`config.mk`:
```
export PLATFORM = sky130hd
export DESIGN_NAME = axi_lite_regfile
export DESIGN_NICKNAME = d
export VERILOG_FILES = /design/src/rtl/axi_lite_regfile.sv
export SDC_FILE = /design/constraint.sdc
export NUM_CORES = 1
export LEC_CHECK = 0
export CORE_MARGIN = 2
export CORE_UTILIZATION = 45
export DETAILED_ROUTE_END_ITERATION = 8
export MAX_ROUTING_LAYER = met4
export PLACE_DENSITY = 0.77
export SLEW_MARGIN = 10
export SYNTH_ARGS = -nofsm -noshare
export SYNTH_HDL_FRONTEND = slang
export SYNTH_SLANG_ARGS = --single-unit
export TNS_END_PERCENT = 20
```
`constraint.sdc`:
```
create_clock -name i_axi_clk -period 7.7 [get_ports i_axi_clk]
set_input_delay 0.77 -clock i_axi_clk [delete_from_list [all_inputs] [get_ports i_axi_clk]]
set_output_delay 0.77 -clock i_axi_clk [all_outputs]
set_load 0.005 [all_outputs]
```
`src/rtl/axi_lite_regfile.sv`:
```
`default_nettype none
// +--------------------------------------------------------------------------+
// | Module      : axi_lite_regfile                                           |
// | Description : AXI4-Lite slave with NUM_REGS byte-strobed RW registers,   |
// |               per-register write pulses and SLVERR on unmapped indices.  |
// |               AXI_LITE_REGFILE_STATUS_EN adds a read-only status window. |
// | Revision    : 1.0 - initial release                                      |
// +--------------------------------------------------------------------------+
module axi_lite_regfile #(
    parameter int ADDR_WIDTH = 32,
    parameter int DATA_WIDTH = 32,
    parameter int NUM_REGS   = 8,
    parameter int NUM_STATUS = 4
) (
    input  logic                           i_axi_clk,
    input  logic                           i_axi_rst,
    input  logic                           i_awvalid,
    input  logic [ADDR_WIDTH-1:0]          i_awaddr,
    output logic                           o_awready,
    input  logic                           i_wvalid,
    output logic                           o_wready,
    input  logic [DATA_WIDTH/8-1:0]        i_wstrb,
    input  logic [DATA_WIDTH-1:0]          i_wdata,
    output logic                           o_bvalid,
    input  logic                           i_bready,
    output logic [1:0]                     o_bresp,
    input  logic                           i_arvalid,
    output logic                           o_arready,
    input  logic [ADDR_WIDTH-1:0]          i_araddr,
    output logic                           o_rvalid,
    input  logic                           i_rready,
    output logic [1:0]                     o_rresp,
    output logic [DATA_WIDTH-1:0]          o_rdata,
    output logic [NUM_REGS*DATA_WIDTH-1:0] o_regs,
    output logic [NUM_REGS-1:0]            o_wr_stb
`ifdef AXI_LITE_REGFILE_STATUS_EN
    ,
    input  logic [NUM_STATUS*DATA_WIDTH-1:0] i_status
`endif
);

    localparam int         c_STRB_W      = DATA_WIDTH / 8;
    localparam int         c_LSB         = $clog2(c_STRB_W);
    localparam int         c_IDX_W       = ADDR_WIDTH - c_LSB;
    localparam logic [1:0] c_RESP_OKAY   = 2'b00;
    localparam logic [1:0] c_RESP_SLVERR = 2'b10;

    logic [DATA_WIDTH-1:0] r_regs [NUM_REGS];
    logic                  r_aw_held;
    logic                  r_w_held;
    logic [c_IDX_W-1:0]    r_aw_idx;
    logic [DATA_WIDTH-1:0] r_wdata;
    logic [c_STRB_W-1:0]   r_wstrb;
    logic                  r_bvalid;
    logic [1:0]            r_bresp;
    logic [NUM_REGS-1:0]   r_wr_stb;
    logic                  r_rvalid;
    logic [1:0]            r_rresp;
    logic [DATA_WIDTH-1:0] r_rdata;

    logic                  w_aw_hs;
    logic                  w_w_hs;
    logic                  w_ar_hs;
    logic                  w_commit;
    logic                  w_wr_in_range;
    logic [NUM_REGS-1:0]   w_wr_hit;
    logic [c_IDX_W-1:0]    w_ar_idx;
    logic [DATA_WIDTH-1:0] w_rd_data;
    logic [1:0]            w_rd_resp;
    logic                  w_unused_bits;

    assign o_awready     = !r_aw_held && !r_bvalid && !i_axi_rst;
    assign o_wready      = !r_w_held && !r_bvalid && !i_axi_rst;
    assign o_arready     = !r_rvalid && !i_axi_rst;
    assign w_aw_hs       = i_awvalid && o_awready;
    assign w_w_hs        = i_wvalid && o_wready;
    assign w_ar_hs       = i_arvalid && o_arready;
    assign w_commit      = r_aw_held && r_w_held;
    assign w_wr_in_range = r_aw_idx < c_IDX_W'(NUM_REGS);
    assign w_ar_idx      = i_araddr[ADDR_WIDTH-1:c_LSB];

    // Byte-offset bits inside a word carry no meaning for this slave.
`ifdef AXI_LITE_REGFILE_STATUS_EN
    assign w_unused_bits = ^{i_awaddr[c_LSB-1:0], i_araddr[c_LSB-1:0]};
`else
    assign w_unused_bits = ^{i_awaddr[c_LSB-1:0], i_araddr[c_LSB-1:0], NUM_STATUS[0]};
`endif

    generate
        for (genvar k = 0; k < NUM_REGS; k++) begin : g_reg
            assign w_wr_hit[k] = (r_aw_idx == c_IDX_W'(k));
            assign o_regs[k*DATA_WIDTH +: DATA_WIDTH] = r_regs[k];
        end
    endgenerate

    always_ff @(posedge i_axi_clk) begin
        if (i_axi_rst) begin
            r_aw_held <= 1'b0;
            r_w_held  <= 1'b0;
            r_aw_idx  <= '0;
            r_wdata   <= '0;
            r_wstrb   <= '0;
            r_bvalid  <= 1'b0;
            r_bresp   <= c_RESP_OKAY;
            r_wr_stb  <= '0;
        end else begin
            r_wr_stb <= w_commit ? w_wr_hit : '0;
            if (w_aw_hs) begin
                r_aw_held <= 1'b1;
                r_aw_idx  <= i_awaddr[ADDR_WIDTH-1:c_LSB];
            end
            if (w_w_hs) begin
                r_w_held <= 1'b1;
                r_wdata  <= i_wdata;
                r_wstrb  <= i_wstrb;
            end
            // Readies are low while a response is pending, so no new capture can race the commit.
            if (w_commit) begin
                r_aw_held <= 1'b0;
                r_w_held  <= 1'b0;
                r_bvalid  <= 1'b1;
                r_bresp   <= w_wr_in_range ? c_RESP_OKAY : c_RESP_SLVERR;
            end else if (r_bvalid && i_bready) begin
                r_bvalid <= 1'b0;
            end
        end
    end

    always_ff @(posedge i_axi_clk) begin
        if (i_axi_rst) begin
            for (int k = 0; k < NUM_REGS; k++) begin
                r_regs[k] <= '0;
            end
        end else if (w_commit) begin
            for (int k = 0; k < NUM_REGS; k++) begin
                for (int b = 0; b < c_STRB_W; b++) begin
                    if (w_wr_hit[k] && r_wstrb[b]) begin
                        r_regs[k][8*b +: 8] <= r_wdata[8*b +: 8];
                    end
                end
            end
        end
    end

    always_comb begin
        w_rd_data = '0;
        w_rd_resp = c_RESP_SLVERR;
        for (int k = 0; k < NUM_REGS; k++) begin
            if (w_ar_idx == c_IDX_W'(k)) begin
                w_rd_data = r_regs[k];
                w_rd_resp = c_RESP_OKAY;
            end
        end
`ifdef AXI_LITE_REGFILE_STATUS_EN
        for (int s = 0; s < NUM_STATUS; s++) begin
            if (w_ar_idx == c_IDX_W'(NUM_REGS + s)) begin
                w_rd_data = i_status[s*DATA_WIDTH +: DATA_WIDTH];
                w_rd_resp = c_RESP_OKAY;
            end
        end
`endif
    end

    // Read data is captured on the AR edge, so a same-edge write is not visible.
    always_ff @(posedge i_axi_clk) begin
        if (i_axi_rst) begin
            r_rvalid <= 1'b0;
            r_rresp  <= c_RESP_OKAY;
            r_rdata  <= '0;
        end else if (w_ar_hs) begin
            r_rvalid <= 1'b1;
            r_rresp  <= w_rd_resp;
            r_rdata  <= w_rd_data;
        end else if (r_rvalid && i_rready) begin
            r_rvalid <= 1'b0;
        end
    end

    assign o_bvalid = r_bvalid;
    assign o_bresp  = r_bresp;
    assign o_wr_stb = r_wr_stb;
    assign o_rvalid = r_rvalid;
    assign o_rresp  = r_rresp;
    assign o_rdata  = r_rdata;

endmodule
`default_nettype wire

```
==> summary.log, run 1 <==
[detailed_routing] Final ANT Viol Nets 0
[clock_tree] insertion delay to the later sink of the worst-skew pair 0.52 ns
[sta] final-report max-slew violation count 0
[floorplanning] placeable core area 33700 sq um
[sta] unrepaired setup endpoints after global routing false
[finish] # nets final 1724
[floorplanning] I/O pin count 412
[clock_tree] post_cts resized 0
[floorplanning] initial core utilization 0.4595
[floorplanning] Horiz. Die Dim 189.5 microns
[synth] number of flip-flops and latches in the synthesized netlist 368
[finish] share of final-layout standard cells stronger than drive strength 1 0.09957
[sta] Peak Freq 252.2 MHz
[finish] area of all sequential standard cells 9930 sq um
[sta] final count of hold timing violations 0
[detailed_routing] Routed Wire Length 48850 microns
[place] routability cong. 0.9193
[finish] FILL cells 2665
[global_route] antenna violations before repair 0
[worst_setup_path] arrival time at the worst endpoint 4.10 ns
[finish] layout overhead on the synthesized area 35.30%
[worst_setup_path] crit start category flip-flop
[clock_tree] clock sinks 368
[finish] most used cells in the layout excluding fill and tap cells sky130_fd_sc_hd__clkdlybuf4s50_1 (401), sky130_fd_sc_hd__edfxtp_1 (256), sky130_fd_sc_hd__nor3_1 (169)
[sta] period utilisation layout 0.5150
[floorplanning] number of standard-cell rows in the floorplan 67
[pwr] pwr dens 214.3 nW/um^2
[sta] headroom to the max-slew limit 0.3215
[pwr] Worst IR Drop VDD 117.2 uV
[floorplanning] Die Outline Area 35910 sq um
[detailed_routing] Pre-Repair DR Iteration Count 5
[finish] ant diodes 0
[clock_tree] total number of H-tree levels 2
[global_route] overall overflow remaining after global route 0
[place] detailed-placement wirelength estimate 35620 microns
[global_route] via count of the first global-routing pass 11707
[clock_tree] CTS clk-pin slew, worst paths 0.06 ns
[sta] slew of the pin with the lowest slew margin 1.018 ns
[clock_tree] Setup Buffers After CTS 0
[outcome] outcome finished clean
[sta] worst clock skew 0.008357 ns
[sta] setup total negative slack 0 ns
[sta] count of final setup violators 0
[synth] post-synth design cell area 15490 sq um
[synth] synthesis warning total 0
[detailed_routing] DRC marker count from the first detailed-route iteration 1006
[place] total of buffers placed on input and output ports 405
[worst_setup_path] crit end category flip-flop
[synth] count of different cell masters after synthesis 42
[clock_tree] number of CTS-inserted buffers 39
[clock_tree] CTS Hold Bufs 0
[min_path] Worst Hold Class flip-flop to flip-flop
[sta] final setup slack of the worst path 3.734 ns
[detailed_routing] Avg WL per Cell 23.32 microns
[place] pre-CTS worst setup slack 3.726 ns
[finish] multi-input combinational cell area 4964 sq um
[worst_setup_path] peak fanout along the critical path 14
[detailed_routing] routed via count 11963
[detailed_routing] vias per std cell 5.710
[pwr] static power due to leakage 7.279 nW
[synth] Post-Syn Area per Cell 12.13 sq um
[worst_setup_path] WP data required 7.83 ns
[global_route] maximum number of pins on one net before global-route repair 79
[job] number of violations of the max-capacitance limit 0
[floorplanning] Die Y-Extent 189.5 microns
[detailed_routing] count of unresolved DRC violations after routing 0
[synth] Primary FF master, synth sky130_fd_sc_hd__edfxtp_1
[global_route] wire length of the first global-routing pass 71780 microns
[synth] sequential-to-total area share from yosys stat 0.6412
[sta] time the worst path needs with I/O delays and setup 3.966 ns
[clock_tree] number of buffers on the longest clock path 3
[clock_tree] clk root buf sky130_fd_sc_hd__clkbuf_16
[worst_setup_path] category of the most critical setup path flip-flop to flip-flop
[finish] commonest non-fill, non-tap cell in the layout sky130_fd_sc_hd__clkdlybuf4s50_1
[synth] EDFF count, synth 256
[synth] share of async-settable or async-resettable flops after synthesis 0
[global_route] global router's overall resource usage 0.2742
[synth] gate count after technology mapping 1277
[clock_tree] TritonCTS clock tree yes
==> registers in the layout, indices dropped and copies added, names as in the netlist <==
name and cells:
o_bresp 1, r_wstrb 4, o_rvalid 1, o_wr_stb 8, o_bvalid 1, o_rresp 1
r_aw_idx 30, r_aw_held 1, o_rdata 32, r_wdata 32, r_w_held 1, r_regs 256
==> worst max-delay path: stages, from the launching register on <==
cell and delay (ns):
sky130_fd_sc_hd__dfxtp_1 0.32, sky130_fd_sc_hd__nor4_1 0.34, sky130_fd_sc_hd__and4_1 0.93, sky130_fd_sc_hd__nand4_1 0.93
sky130_fd_sc_hd__o21bai_1 1.06
==> synth_stat cells (all sizes together), types with 11 or more instances <==
master  number  share of area
nand2b      40          0.016
nand2      154          0.037
nand4       14          0.013
edfxtp     256           0.50
a22o        30          0.017
a211oi      20         0.0097
mux4        41          0.060
o22ai       21         0.0085
mux2        31          0.023
o21bai      33          0.016
nor4        11         0.0054
nor2        82          0.020
nor3       169          0.055
buf         25         0.0082
clkbuf      97          0.024
inv         33         0.0080
a21oi       75          0.024
dfxtp      112           0.14
==> per-stage QoR <==
stage                 util  total power [W]  hold slack (ns)  area [sq um]  cells
CTS                 0.6217         0.004505           0.4514         20950   2095
finish              0.6217         0.004490           0.4510         20950   2095
floorplan                -         0.002478           0.4308         15490   1278
global route        0.6217         0.004618           0.4736         20950   2095
global placement    0.5855         0.002722           0.4399         19730   2024
detailed placement  0.5855         0.002734           0.4428         19730   2024
==> where the power goes <==
| part | leakage (nW) | switching, W | internal (W) |
|---|---|---|---|
| sequential | 3.56 | 0.0000531 | 0.00218 |
| combinational | 3.13 | 0.000240 | 0.000217 |
| clock | 0.593 | 0.000759 | 0.00104 |
==> layer usage <==
layer / part of all wire / vias up / global-route usage
li1: - / 5351 / -
met1: 0.40 / 5785 / 0.3560
met3: 0.094 / 129 / 0.05653
met4: 0.041 / 0 / 0.1067
met2: 0.46 / 698 / 0.4252
met5: 0 / - / -
==> final timing paths <==
path,slack (ns),to,startpoint,cells after the start
min reg2reg,0.45,r_aw_idx[14],r_aw_idx[14],2
min,0.45,r_aw_idx[14],r_aw_idx[14],2
max reg2reg,3.73,r_regs[0][17],r_aw_idx[3],4
max,3.73,r_regs[0][17],r_aw_idx[3],4
==> cells by family (layout without fill, tap and decap cells) <==
kind of cell | Yosys count | count (layout) | synth area share
AOI/OAI and AO/OA | 186 | 186 | 0.07902
and+or+nand+nor | 493 | 493 | 0.1563
DFF | 368 | 368 | 0.6412
muxes | 74 | 74 | 0.08346
buffers and inverters | 155 | 524 | 0.03975
other | 1 | 2 | 0.0002422
==> final cells by class <==
class	instances	area share
flip-flops and latches	368	0.4739
multi-input cells	755	0.2369
repair buffers	420	0.1983
clock buffers	53	0.05255
well taps	448	0.02675
inverters	33	0.005912
clock inverters	18	0.005733
Power figures use the tool's default switching activity.
==> inputs of run 2 (changes only) <==
- CORE_UTILIZATION: 45 -> 44
- PLACE_DENSITY: 0.77 -> 0.79
- clock period: 7.7 -> 3.3 ns (I/O delays scaled with it)
==> run 2 against run 1 <==
- final area grew 1.9%
- via count rose by 1.4%
- count of clock-buffer cells in the layout grew 1
- final cell count grew 2.3%
- sequential cell count unchanged
- maximum frequency up 35%
- clock power grew 140%
- sequential power increased by 130%
- critical path depth is 1 higher
- largest cell class unchanged
==> summary.log, run 2 (same netlist as run 1, synthesis figures left out) <==
[outcome] outcome finished clean
[clock_tree] clk root buf sky130_fd_sc_hd__clkbuf_16
[detailed_routing] count of unresolved DRC violations after routing 0
[sta] final count of hold timing violations 0
[floorplanning] placeable core area 34630 sq um
[pwr] static power due to leakage 7.519 nW
[finish] ant diodes 0
[worst_setup_path] RR Endpoint r_regs[0][23]
[sta] Peak Freq 340.9 MHz
[sta] final-report max-slew violation count 0
[finish] final design utilization 0.6169
[clock_tree] insertion delay to the later sink of the worst-skew pair 0.52 ns
[worst_setup_path] longest individual stage delay on the worst path 0.58 ns
[sta] slew of the pin with the lowest slew margin 0.9526 ns
[finish] # nets final 1766
[worst_setup_path] peak fanout along the critical path 16
[min_path] Worst Hold Path Cells 2
[floorplanning] Die Y-Extent 191.6 microns
[worst_setup_path] count of cell instances traversed by the critical path 5
[floorplanning] Die Outline Area 36710 sq um
[finish] number of flip-flops in the largest register 256
[worst_setup_path] arrival time at the worst endpoint 3.24 ns
[worst_setup_path] number of cell instances on the worst register-to-register path 5
[job] number of violations of the max-capacitance limit 0
[clock_tree] TritonCTS clock tree yes
[worst_setup_path] WP data required 3.61 ns
[global_route] maximum number of pins on one net before global-route repair 68
[place] routability cong. 0.9107
[sta] time the worst path needs with I/O delays and setup 2.934 ns
[detailed_routing] Final ANT Viol Nets 0
[clock_tree] CTS clk-pin slew, worst paths 0.06 ns
[global_route] overall overflow remaining after global route 0
[place] detailed-placement wirelength estimate 36670 microns
[worst_setup_path] cell with the largest stage delay on the worst path sky130_fd_sc_hd__nand4_1
[detailed_routing] Routed Wire Length 49230 microns
[pwr] Worst IR Drop VDD 301.5 uV
[detailed_routing] Pre-Repair DR Iteration Count 5
[floorplanning] I/O pin count 412
[sta] worst clock skew 0.01605 ns
[sta] setup total negative slack 0 ns
[worst_setup_path] minimum setup slack among reg-to-reg paths 0.37 ns
[finish] layout overhead on the synthesized area 37.93%
[detailed_routing] Avg WL per Cell 22.96 microns
[clock_tree] clock sinks 368
[finish] most used cells in the layout excluding fill and tap cells sky130_fd_sc_hd__clkdlybuf4s50_1 (401), sky130_fd_sc_hd__edfxtp_1 (256), sky130_fd_sc_hd__nor3_1 (169)
[detailed_routing] vias per std cell 5.657
[floorplanning] initial core utilization 0.4472
[finish] commonest non-fill, non-tap cell in the layout sky130_fd_sc_hd__clkdlybuf4s50_1
[global_route] global router's overall resource usage 0.2683
[floorplanning] Horiz. Die Dim 191.6 microns
[floorplanning] number of standard-cell rows in the floorplan 68
[place] total of buffers placed on input and output ports 405
[pwr] pwr dens 498.3 nW/um^2
[worst_setup_path] number of buffer and inverter stages on the critical path 1
[clock_tree] CTS Hold Bufs 0
[place] pre-CTS worst setup slack 0.4645 ns
[clock_tree] number of CTS-inserted buffers 38
[global_route] antenna violations before repair 0
[sta] final setup slack of the worst path 0.3663 ns
[worst_setup_path] category of the most critical setup path flip-flop to flip-flop
[detailed_routing] routed via count 12129
[worst_setup_path] reg-to-reg startpoint r_aw_idx[12]
[sta] headroom to the max-slew limit 0.3634
[sta] period utilisation layout 0.8890
[global_route] wire length of the first global-routing pass 71080 microns
[sta] count of final setup violators 0
[clock_tree] post_cts resized 0
[min_path] Worst Hold Class input port to flip-flop
[finish] FILL cells 2703
[finish] register with the highest flop count r_regs
[worst_setup_path] sequence of cells on the critical path or4_1 > nor2_2 > buf_4 > nand4_1 > nor3_1
[worst_setup_path] crit start category flip-flop
[clock_tree] total number of H-tree levels 2
[detailed_routing] DRC marker count from the first detailed-route iteration 1135
[worst_setup_path] crit end category flip-flop
[min_path] end point of the most critical hold path r_aw_idx[27]
[finish] share of final-layout standard cells stronger than drive strength 1 0.1237
[global_route] via count of the first global-routing pass 11682
[min_path] hold path startpoint i_axi_rst
[sta] unrepaired setup endpoints after global routing false
[worst_setup_path] crit-path leading delay family simple AND/OR/NAND/NOR gates
[clock_tree] number of buffers on the longest clock path 3
[clock_tree] Setup Buffers After CTS 0
## run 2: changes by cell type in the layout (fill, tap and decap cells not counted), sizes merged
cell and change:
bufinv +2, clkinv -4, clkbuf +1, buf +43
## run 2: area by class of cell
type                            instances  area [sq um]  share of cell area
Sequential cell                       368          9930              0.4649
Timing Repair Buffer                  463          4502              0.2108
Clock buffer                           54          1115             0.05219
Tap cell                              455         569.3             0.02665
Clock inverter                         16         157.7            0.007380
Inverter                               33         123.9            0.005799
Multi-Input combinational cell        755          4964              0.2324
## run 2: worst max path at each step
| stage | startpoint | to | slack [ns] |
|---|---|---|---|
| 2_1_floorplan | r_aw_idx[12] | r_regs[0][10] | 0.83 |
| 3_3_place_gp | r_aw_idx[12] | r_regs[1][39] | 0.56 |
| 3_5_place_dp | r_aw_idx[12] | r_regs[0][23] | 0.46 |
| 4_1_cts | r_aw_idx[12] | r_regs[0][23] | 0.44 |
| 5_1_grt | r_aw_idx[12] | r_regs[0][23] | 0.23 |
| 6_report | r_aw_idx[12] | r_regs[0][23] | 0.37 |
## run 2: worst reg2reg max path, delay by kind of cell, from the launching register on
family | cells | cell delay (ns)
AND/OR/NAND/NOR | 4 | 2.11
flip-flops | 1 | 0.31
buffers and inverters | 1 | 0.33
## run 2: metrics by stage
stage	area, sq um	std cells	power (W)	hold slack (ns)
detailed placement	20090	2074	0.006424	0.4478
floorplan	15490	1278	0.005782	0.4308
CTS	21360	2144	0.01070	0.07411
global route	21360	2144	0.01095	0.08487
finish	21360	2144	0.01064	0.08782
global placement	20090	2074	0.006394	0.4424
## run 2: power breakdown
| part | internal (W) | switching, W |
|---|---|---|
| combinational | 0.000547 | 0.000571 |
| sequential | 0.00509 | 0.000123 |
| clock | 0.00259 | 0.00172 |
## run 2: metal layers
metal / part of all wire / vias up / GRT usage
met5: 0 / - / -
met4: 0.032 / 0 / 0.09201
met3: 0.099 / 102 / 0.04403
met2: 0.48 / 773 / 0.4302
met1: 0.39 / 5821 / 0.3483
li1: - / 5433 / -
==> inputs of run 3 (changes only) <==
- CORE_UTILIZATION: 44 -> 40
- PLACE_DENSITY: 0.79 -> 0.73
==> run 3 against run 2 <==
- first-iteration DRC count grew 4.3%
- highest routed layer unchanged
- count of clock-buffer cells in the layout is the same
- sequential share of layout area shrank 0.45 points
- largest power group unchanged
==> summary.log, run 3 (same netlist as run 1, synthesis figures left out) <==
[sta] worst clock skew 0.01779 ns
[clock_tree] TritonCTS clock tree yes
[worst_setup_path] arrival time at the worst endpoint 2.81 ns
[detailed_routing] vias per std cell 5.453
[finish] # nets final 1770
[sta] count of final setup violators 0
[global_route] met2 global-route usage 0.3855
[pwr] static power due to leakage 7.578 nW
[finish] area of all sequential standard cells 9930 sq um
[sta] Peak Freq 377.2 MHz
[worst_setup_path] category of the most critical setup path flip-flop to flip-flop
[worst_setup_path] sequence of cells on the critical path or4_1 > nor2_2 > nand4_4 > o21bai_1
[detailed_routing] Avg WL per Cell 22.90 microns
[floorplanning] initial core utilization 0.4026
[floorplanning] I/O pin count 412
[clock_tree] insertion delay to the later sink of the worst-skew pair 0.55 ns
[clock_tree] clk root buf sky130_fd_sc_hd__clkbuf_16
[global_route] global router's overall resource usage 0.2525
[place] routability cong. 0.9215
[clock_tree] CTS Hold Bufs 0
[place] total of buffers placed on input and output ports 405
[detailed_routing] count of unresolved DRC violations after routing 0
[floorplanning] number of standard-cell rows in the floorplan 72
[clock_tree] CTS clk-pin slew, worst paths 0.06 ns
[worst_setup_path] WP data required 3.46 ns
[clock_tree] post_cts resized 0
[outcome] outcome finished clean
[finish] share of final-layout standard cells stronger than drive strength 1 0.1276
[worst_setup_path] crit-path leading delay family simple AND/OR/NAND/NOR gates
[finish] ant diodes 0
[floorplanning] placeable core area 38470 sq um
[sta] Min Hold Slack 0.2307 ns
[worst_setup_path] cell with the largest stage delay on the worst path sky130_fd_sc_hd__o21bai_1
[detailed_routing] routed via count 12056
[clock_tree] number of CTS-inserted buffers 40
[detailed_routing] DRC marker count from the first detailed-route iteration 1184
[clock_tree] clock sinks 368
[place] detailed-placement wirelength estimate 37590 microns
[floorplanning] Horiz. Die Dim 200.8 microns
[clock_tree] total number of H-tree levels 2
[global_route] met1 layer usage reported by global route 0.3303
[global_route] via count of the first global-routing pass 11843
[finish] FILL cells 3203
[job] number of violations of the max-capacitance limit 0
[detailed_routing] Routed Wire Length 50640 microns
[finish] multi-input combinational cell area 4964 sq um
[place] pre-CTS worst setup slack 0.6441 ns
[global_route] peak-usage layer in the global routing report met2
[worst_setup_path] peak fanout along the critical path 8
[finish] number of flip-flops in the largest register 256
[pwr] pwr dens 508.3 nW/um^2
[sta] final count of hold timing violations 0
[clock_tree] number of buffers on the longest clock path 3
[sta] time the worst path needs with I/O delays and setup 2.651 ns
[pwr] total design power 0.01096 W
[finish] layout overhead on the synthesized area 39.27%
[worst_setup_path] crit start category flip-flop
[sta] slew of the pin with the lowest slew margin 0.9735 ns
[global_route] global-route track usage on met3 0.05244
[worst_setup_path] number of buffer and inverter stages on the critical path 0
[global_route] maximum number of pins on one net before global-route repair 100
[global_route] antenna violations before repair 1
[global_route] overall overflow remaining after global route 0
[detailed_routing] Pre-Repair DR Iteration Count 5
[finish] register with the highest flop count r_regs
[worst_setup_path] longest individual stage delay on the worst path 0.70 ns
[detailed_routing] Final ANT Viol Nets 0
[worst_setup_path] crit end category flip-flop
[clock_tree] Setup Buffers After CTS 0
[floorplanning] Die Outline Area 40300 sq um
[finish] final design utilization 0.5607
[pwr] Worst IR Drop VDD 279.8 uV
[min_path] Worst Hold Class input port to flip-flop
[global_route] wire length of the first global-routing pass 74780 microns
[sta] headroom to the max-slew limit 0.3494
[sta] unrepaired setup endpoints after global routing false
[sta] period utilisation layout 0.8033
[sta] setup total negative slack 0 ns
[sta] final setup slack of the worst path 0.6491 ns
[finish] commonest non-fill, non-tap cell in the layout sky130_fd_sc_hd__clkdlybuf4s50_1
[sta] final-report max-slew violation count 0
[finish] most used cells in the layout excluding fill and tap cells sky130_fd_sc_hd__clkdlybuf4s50_1 (401), sky130_fd_sc_hd__edfxtp_1 (256), sky130_fd_sc_hd__nor3_1 (169)
[floorplanning] Die Y-Extent 200.8 microns
## run 3: final cells by class
| type | count | area share |
|---|---|---|
| clock buffers | 54 | 0.05407 |
| clock inverters | 18 | 0.009630 |
| inverters | 33 | 0.005743 |
| multi-input cells | 755 | 0.2301 |
| flip-flops and latches | 368 | 0.4604 |
| well taps | 518 | 0.03005 |
| repair buffers | 465 | 0.2100 |
## run 3: final timing paths
| path | slack (ns) | depth (start not counted) | startpoint | to |
|---|---|---|---|---|
| setup reg to reg | 0.65 | 4 | r_aw_idx[12] | r_regs[0][124] |
| hold / removal | 0.23 | 2 | i_axi_rst | o_bvalid |
| hold reg to reg | 0.45 | 2 | r_wdata[29] | r_wdata[29] |
| setup / recovery | 0.65 | 4 | r_aw_idx[12] | r_regs[0][124] |
## run 3: stage by stage
stage | instances | cell area (sq um)
after floorplan | 1278 | 15490
after global placement | 2139 | 20190
after detailed placement | 2139 | 20190
after CTS | 2211 | 21570
after global routing | 2211 | 21570
final | 2211 | 21570
## run 3: per-layer routing
metal  part of all wire  vias to the layer above
li1                   -                     5440
met1               0.41                     5858
met2               0.46                      652
met3              0.090                      106
met4              0.040                        0
met5                  0                        -
## run 3: worst register-to-register path, delay by kind of cell, from the launching register on
family / cells / cell delay, ns
compound gates: 1 / 0.71
flops: 1 / 0.30
simple gates: 3 / 1.27
## run 3: power by group
| part | switching (W) | internal [W] | total [W] |
|---|---|---|---|
| Combinational | 0.000583 | 0.000545 | 0.00113 |
| Clock | 0.00182 | 0.00280 | 0.00462 |
| Sequential | 0.000124 | 0.00509 | 0.00522 |
